**config.mk**
```make
export PLATFORM = sky130hd
export DESIGN_NAME = counter_seq_checker_satcnt
export DESIGN_NICKNAME = d
export VERILOG_FILES = /design/src/rtl/counter_seq_checker_satcnt.sv
export SDC_FILE = /design/constraint.sdc
export NUM_CORES = 1
export LEC_CHECK = 0
export ABC_AREA = 1
export CELL_PAD_IN_SITES_DETAIL_PLACEMENT = 1
export CELL_PAD_IN_SITES_GLOBAL_PLACEMENT = 1
export CORE_MARGIN = 8
export CORE_UTILIZATION = 31
export DETAILED_ROUTE_END_ITERATION = 16
export GPL_TIMING_DRIVEN = 0
export PLACE_DENSITY = 0.76
export SKIP_CTS_REPAIR_TIMING = 1
export SLEW_MARGIN = 20
export SYNTH_ARGS = -nofsm -noshare
export SYNTH_HDL_FRONTEND = slang
export SYNTH_SLANG_ARGS = --single-unit
```
**constraint.sdc**
```tcl
create_clock -name clk -period 1.4 [get_ports clk]
set_clock_uncertainty 0.1 [all_clocks]
set_input_delay 0.28 -clock clk [delete_from_list [all_inputs] [get_ports clk]]
set_output_delay 0.28 -clock clk [all_outputs]
set_load 0.02 [all_outputs]
```
**src/rtl/counter_seq_checker_satcnt.sv**
```systemverilog
// Saturating up-counter with enable and synchronous active-low clear.
// Clear and enable together load 1 (restart counting from this event).
module counter_seq_checker_satcnt #(
    parameter int W = 8
) (
    input  logic         clk,
    input  logic         rstn,
    input  logic         clr_n,
    input  logic         en,
    output logic [W-1:0] cnt
);

    always_ff @(posedge clk) begin
        if (!rstn) begin
            cnt <= '0;
        end else if (!clr_n) begin
            cnt <= en ? W'(1) : '0;
        end else if (en && (cnt != '1)) begin
            cnt <= cnt + W'(1);
        end
    end

endmodule

```
# Yosys cells after proc, flatten, opt, wreduce, memory -nomap -nowiden
# Cells that the tools add are included.
# word_totals
register_bits	8
latch_bits	0
ram_bits	0
mem_bits_ro	0
inputBits	4
elab_cells	8
n_memories	0
# op_classes
addsub	1
mul	0
div_mod_pow	0
order_cmp	0
eq_ne	2
n_shift	0
muxes	3
bitwise	0
n_reduce_logical	1
# op_table
op	count
8-bit two-way mux	2
8-bit by 1-bit adder with 8-bit output (second input constant)	1
8-bit != test (second input constant)	1
2-bit by 1-bit != test with 1-bit output (second input constant)	1
1-bit logical AND	1
1-bit two-way mux	1

# Logic depth before layout (Yosys ltp)
# Gate-level depths: netlist (run 1).
# logic_depth
depth_word	4
ltp_mapped	8
depth_no_buf	8

# Worst setup path before layout (run 1)
# OpenSTA, ideal clock, no wires.
# synth_path
path_type	reg2reg
from	register cnt[0]
to	register cnt[6]
arrival_time_ns	1.249
required_ns	1.181
path_slack_ns	-0.068
path_stages_with_launch	9
path_buffers	0
synth_period_minus_slack_ns	1.468
cell_sequence	dfxtp_1 ha_1 nand2_2 nor2_4 nand2_4 nand2_4 nand2_2 nand2_1 a21oi_1
# synth_between
elab_chain_len	3
word_cells_on_any_way	6
classes_between	1 x add/sub; 2 x eq/ne; 2 x mux; 1 x reduce/logical
# synth_lines
item	line_no	rtl
start: declaration	10	output logic [W-1:0] cnt
start signal: assignment	17	cnt <= en ? W'(1) : '0;
start signal: assignment	19	cnt <= cnt + W'(1);
8-bit by 1-bit adder with 8-bit output / 8-bit != test (equally long branches)	19, 18	
8-bit two-way mux / 1-bit logical AND (equally long branches)	18	end else if (en && (cnt != '1)) begin
8-bit two-way mux / 2-bit by 1-bit != test with 1-bit output (equally long branches)	n/a	
# Several ways; a longest one is shown, not always the timed one. The select of a mux whose other input is x is not followed.
# A chain may end at the register's enable or synchronous reset.

# Worst setup path in the final report (run 1)
# layout_path
from	register cnt[1]
to	register cnt[0]
# layout_between
elab_chain_len	3
# layout_lines
item	line_no
8-bit != test	18
1-bit logical AND	18
2-bit by 1-bit != test with 1-bit output (no source line)	n/a
# Every way passes these cells.

==> results of run 1 <==
==> worst max-delay path, delay by kind of cell (launching register included) <==
kind / cells / cell delay [ns]
AND/OR/NAND/NOR: 6 / 0.52
flip-flops: 1 / 0.38
adder cells (fa/ha/maj): 1 / 0.15
AO/OA/AOI/OAI: 1 / 0.06
==> layout make-up <==
type / instances / area (um2)
sequential: 8 / 165
timing repair buffer: 10 / 120
buffer: 1 / 5.00
fill: 193 / 807
inverter: 13 / 48.8
tap: 16 / 20.0
multi-input combinational: 48 / 283
clock buffer: 3 / 22.5
==> cells by family after synthesis <==
kind of cell	count (synthesis)	synth area share
buffers and inverters	14	0.113
AO/OA/AOI/OAI	9	0.0945
XOR/XNOR	1	0.0184
AND/OR/NAND/NOR	36	0.391
multiplexers	1	0.0210
adder cells (fa/ha/maj)	1	0.0262
flip-flops	8	0.336
==> stage by stage <==
step / cells / cell area [um2] / util
2_1_floorplan: 70 / 479 / -
3_3_place_gp: 96 / 599 / 0.407
3_5_place_dp: 96 / 599 / 0.407
4_1_cts: 99 / 622 / 0.423
5_1_grt: 99 / 664 / 0.452
6_report: 99 / 664 / 0.452
==> path summary, 6_finish.rpt <==
path	cells past startpoint	slack, ns	startpoint	to
worst max register to register	8	0.09	cnt[1]	cnt[0]
worst min-delay path	3	0.26	clr_n	cnt[0]
worst min register to register	2	0.36	cnt[4]	cnt[4]
worst max-delay path	8	0.09	cnt[1]	cnt[0]
==> Yosys cell counts <==
cell type  count  area [um2]
ha_1           1        12.5
buf_2          1        5.00
dfxtp_1        8         160
nand4_1        3        18.8
nand2_4        2        22.5
nand2_1       14        52.6
xor2_1         1        8.76
nor2_4         1        11.3
nand3_1        6        30.0
nand2_2        2        12.5
o21ai_0        1        5.00
nand3_2        1        10.0
mux2i_1        1        10.0
nor2_2         1        6.26
inv_1         13        48.8
a21oi_1        8        40.0
nor2_1         6        22.5
==> routing by layer <==
layer  global-route usage  up-vias  wire [um]
met5                    0        -          0
met3              0.00913        4         24
li1                     -      249          -
met1                0.106      245        602
met2                0.144        6        677
met4               0.0739        0         35
==> power by group <==
part	internal [W]	total, W	switching, W
Combinational	0.0000261	0.0000619	0.0000357
Sequential	0.000233	0.000240	0.00000787
Clock	0.0000988	0.000187	0.0000886
==> cells in the final DEF, fill, tap and decap left out <==
master,synthesis,routed
a21oi_1,8,8
ha_4,0,1
nor2_4,1,1
dfxtp_4,0,1
nor2_2,1,2
dfxtp_1,8,6
xor2_1,1,1
nand2_1,14,14
nand3_2,1,1
clkdlybuf4s50_1,0,2
nand2_4,2,3
clkbuf_4,0,3
nand4_1,3,3
mux2i_1,1,1
buf_2,1,1
nand3_1,6,6
nor2_1,6,5
dlymetal6s2s_1,0,8
dfxtp_2,0,1
inv_1,13,13
o21ai_0,1,1
nand2_2,2,1
==> impl_metrics.toml, run 1 <==
[global_route]
grt.total_usage = 0.0907
grt_pass1_vias = 534
overflow = 0
antenna_found_initial = 0
grt_max_degree = 8
grt_first_pass_wirelength_um = 2320

[drt]
viasPerCell = 5.09
drc_errors = 0
totalWireLength_um = 1340
vias = 504
first_pass_iters = 3
wl_per_cell_um = 13.5
first_iter_violations = 4
ant_nets = 0

[placed_design]
hpwl_um = 1030
place_ws_ns = -0.136
gp_congestion = 0.746
portBuffers = 10

[logic_synthesis]
synth_area_um2 = 477
yosysSeqAreaShare = 0.336
avgSynthCellArea_um2 = 6.81
synth_warnings = 0
syn_inst = 70
syn_nets = 75
synth_cell_types = 17
ys_ff_latch = 8

[die]
die_area_um2 = 3050
fp.dieW_um = 55.2
num_rows = 14
start_util = 0.324
die_y_um = 55.2
core_um2 = 1470
io_pins = 12

[finish]
largest_reg_flops = 8
syn_to_final_growth_pct = 39.4
largest_register = "cnt"
final_nets = 90
reg_top3 = "cnt (8)"
layout-drive-gt1-share = 0.181
antennaDiodeCount = 0

[clock_network]
clock-root-buffer = "clkbuf_4"
numCtsBuffers = 3
cts_tree = "done"
clk_latency_ns = 0.26
cts_max_path_buffers = 2
cts.sinks = 8
path_clk_slew_ns = 0.06
h-tree-depth = 1

[worst_setup_path]
worstPathArrival_ns = 1.36
critPathMostFrequentCell = "nand2_4"
startpoint_type = "flip-flop"
critPathKind = "flip-flop to flip-flop"
cpPeakStageDelay_ns = 0.38
crit_required_ns = 1.45
worstSetupEndpointType = "flip-flop"
path_cells = "ha_4 -> nand2_2 -> nor2_4 -> nand2_4 -> nand2_4 -> nand2_4 -> nand2_1 -> a21oi_1"
crit_fanout = 5
cp_slowest_cell = "dfxtp_2"

[hold_path]
min_path_type = "primary input to flip-flop"

[outcome]
status = "finished, final reports clean"

[timing]
setup_viol_count_final = 0
setup_tns_ns = 0
fmax_mhz = 761
hold_viol = 0
layout_setup_ws_ns = 0.0855
finalMaxSlewViolations = 0
worst_pin_slew_ns = 0.328
whs_ns = 0.265
timing.final.crit_share = 0.939
rsz0062_at_grt = "false"
slew_headroom = 0.781
period_minus_slack_ns = 1.31

[pwr]
ir_worst_vdd_uv = 447
p_per_area_nw_per_um2 = 737
p_leak_nw = 0.411
p_total_w = 0.000490

[run]
max_cap_violations = 0
Note: power is estimated with default switching activity, not from simulation.
==> run 2: changes to the inputs <==
Settings changed: CAP_MARGIN from default to 15, GPL_TIMING_DRIVEN 0 to 1.
==> impl_metrics.toml, run 2 (same netlist as run 1, synthesis figures left out) <==
[clock_network]
cts_max_path_buffers = 2
clk_latency_ns = 0.27
cts.sinks = 8
path_clk_slew_ns = 0.06
clock-root-buffer = "clkbuf_4"
cts_tree = "done"
numCtsBuffers = 3
h-tree-depth = 1

[placed_design]
place_area_um2 = 649
gp_congestion = 0.773
hpwl_um = 1070
portBuffers = 11

[die]
fp.dieW_um = 55.2
die_y_um = 55.2
core_um2 = 1470
num_rows = 14
die_area_um2 = 3050
io_pins = 12
start_util = 0.324

[run]
max_cap_violations = 0

[finish]
final_nets = 97
mostFrequentLayoutCell = "nand2_1"
largest_register = "cnt"
final_cell_mix = "nand2_1, inv_1, dlymetal6s2s_1"
layout-drive-gt1-share = 0.244
syn_to_final_growth_pct = 49.6
stdcell_area_um2 = 713
reg_top3 = "cnt (8)"
antennaDiodeCount = 0
largest_reg_flops = 8

[worst_setup_path]
critical-path-top-delay-family = "simple AND/OR/NAND/NOR gates"
critPathMostFrequentCell = "nand2_4"
crit_buf_inv = 0
cp_slowest_cell = "dfxtp_2"
cpPeakStageDelay_ns = 0.35
crit_required_ns = 1.46
path_cells = "ha_2 -> nand2_2 -> nor2_4 -> nand2_4 -> nand2_4 -> nand2_4 -> nand2_1 -> a21oi_1"
crit_fanout = 5
worstSetupEndpointType = "flip-flop"
startpoint_type = "flip-flop"
worstPathArrival_ns = 1.37
critPathKind = "flip-flop to flip-flop"

[drt]
drc_errors = 0
totalWireLength_um = 1350
ant_nets = 0
vias = 525
first_iter_violations = 10
first_pass_iters = 4
wl_per_cell_um = 12.8
viasPerCell = 4.95

[timing]
fmax_mhz = 761
rsz0062_at_grt = "false"
finalMaxSlewViolations = 0
slew_headroom = 0.798
timing.final.crit_share = 0.938
period_minus_slack_ns = 1.31
setup_viol_count_final = 0
hold_viol = 0
worst_pin_slew_ns = 0.302

[global_route]
grt_pass1_vias = 561
grt_max_degree = 8
antenna_found_initial = 0
grt.total_usage = 0.0924
grt_first_pass_wirelength_um = 2340
overflow = 0

[pwr]
p_sw_frac = 0.277
ir_worst_vdd_uv = 430
intPower_w = 0.000369
p_per_area_nw_per_um2 = 716
p_leak_nw = 0.445
power.switching_w = 0.000141
pwr-share-clk = 0.385
p_total_w = 0.000511
comb_power_share = 0.151
p_seq_frac = 0.464

[hold_path]
min_path_type = "flip-flop to flip-flop"

[outcome]
status = "finished, final reports clean"
## run 2: cell count changes in the layout (fill, tap and decap cells not counted)
| cell | before | now |
|---|---|---|
| a21oi_1 | 8 | 7 |
| ha_4 | 1 | 0 |
| ha_2 | 0 | 1 |
| buf_4 | 0 | 7 |
| dfxtp_4 | 1 | 0 |
| clkdlybuf4s50_1 | 2 | 3 |
| dfxtp_2 | 1 | 2 |
| buf_2 | 1 | 0 |
| a21oi_2 | 0 | 1 |
## run 2: power groups by stage
stage	registers, W	logic (W)	clock network, W
4_1_cts	0.000237	0.0000758	0.000199
2_1_floorplan	0.000249	0.0000281	0
6_report	0.000237	0.0000772	0.000197
3_3_place_gp	0.000242	0.0000738	0
3_5_place_dp	0.000242	0.0000753	0
5_1_grt	0.000237	0.0000863	0.000201
## run 2: layout make-up
cell class                      instances  area [um2]
Timing Repair Buffer                   18         183
Multi-Input combinational cell         48         277
Fill cell                             204         758
Sequential cell                         8         163
Tap cell                               16        20.0
Inverter                               13        48.8
Clock buffer                            3        22.5
## run 2: layer usage
layer / up-vias / GRT usage / wire length, um
li1: 263 / - / -
met1: 244 / 0.105 / 589
met3: 4 / 0.0114 / 52
met5: - / 0 / 0
met4: 0 / 0.0845 / 39
met2: 14 / 0.146 / 672
## run 2: path summary, 6_finish.rpt
kind         endpoint  depth (start not counted)  slack, ns    from
max            cnt[6]                          8       0.09  cnt[1]
min reg2reg    cnt[4]                          2       0.36  cnt[4]
min            cnt[4]                          2       0.36  cnt[4]
max reg2reg    cnt[6]                          8       0.09  cnt[1]
## run 2: per-stage QoR
| stage | hold slack, ns | cells | setup WS, ns | TNS [ns] | util |
|---|---|---|---|---|---|
| 2_1_floorplan | 0.304 | 70 | 0.0453 | 0 | - |
| 3_3_place_gp | 0.350 | 102 | -0.116 | -0.602 | 0.441 |
| 3_5_place_dp | 0.355 | 102 | -0.123 | -0.673 | 0.441 |
| 4_1_cts | 0.364 | 105 | -0.265 | -1.73 | 0.457 |
| 5_1_grt | 0.407 | 106 | 0.00501 | 0 | 0.485 |
| 6_report | 0.356 | 106 | 0.0863 | 0 | 0.485 |
## run 2: worst min-delay path: stages, from the launching register on
cell,delay [ns]
dfxtp_1,0.31
inv_1,0.05
a21oi_1,0.05
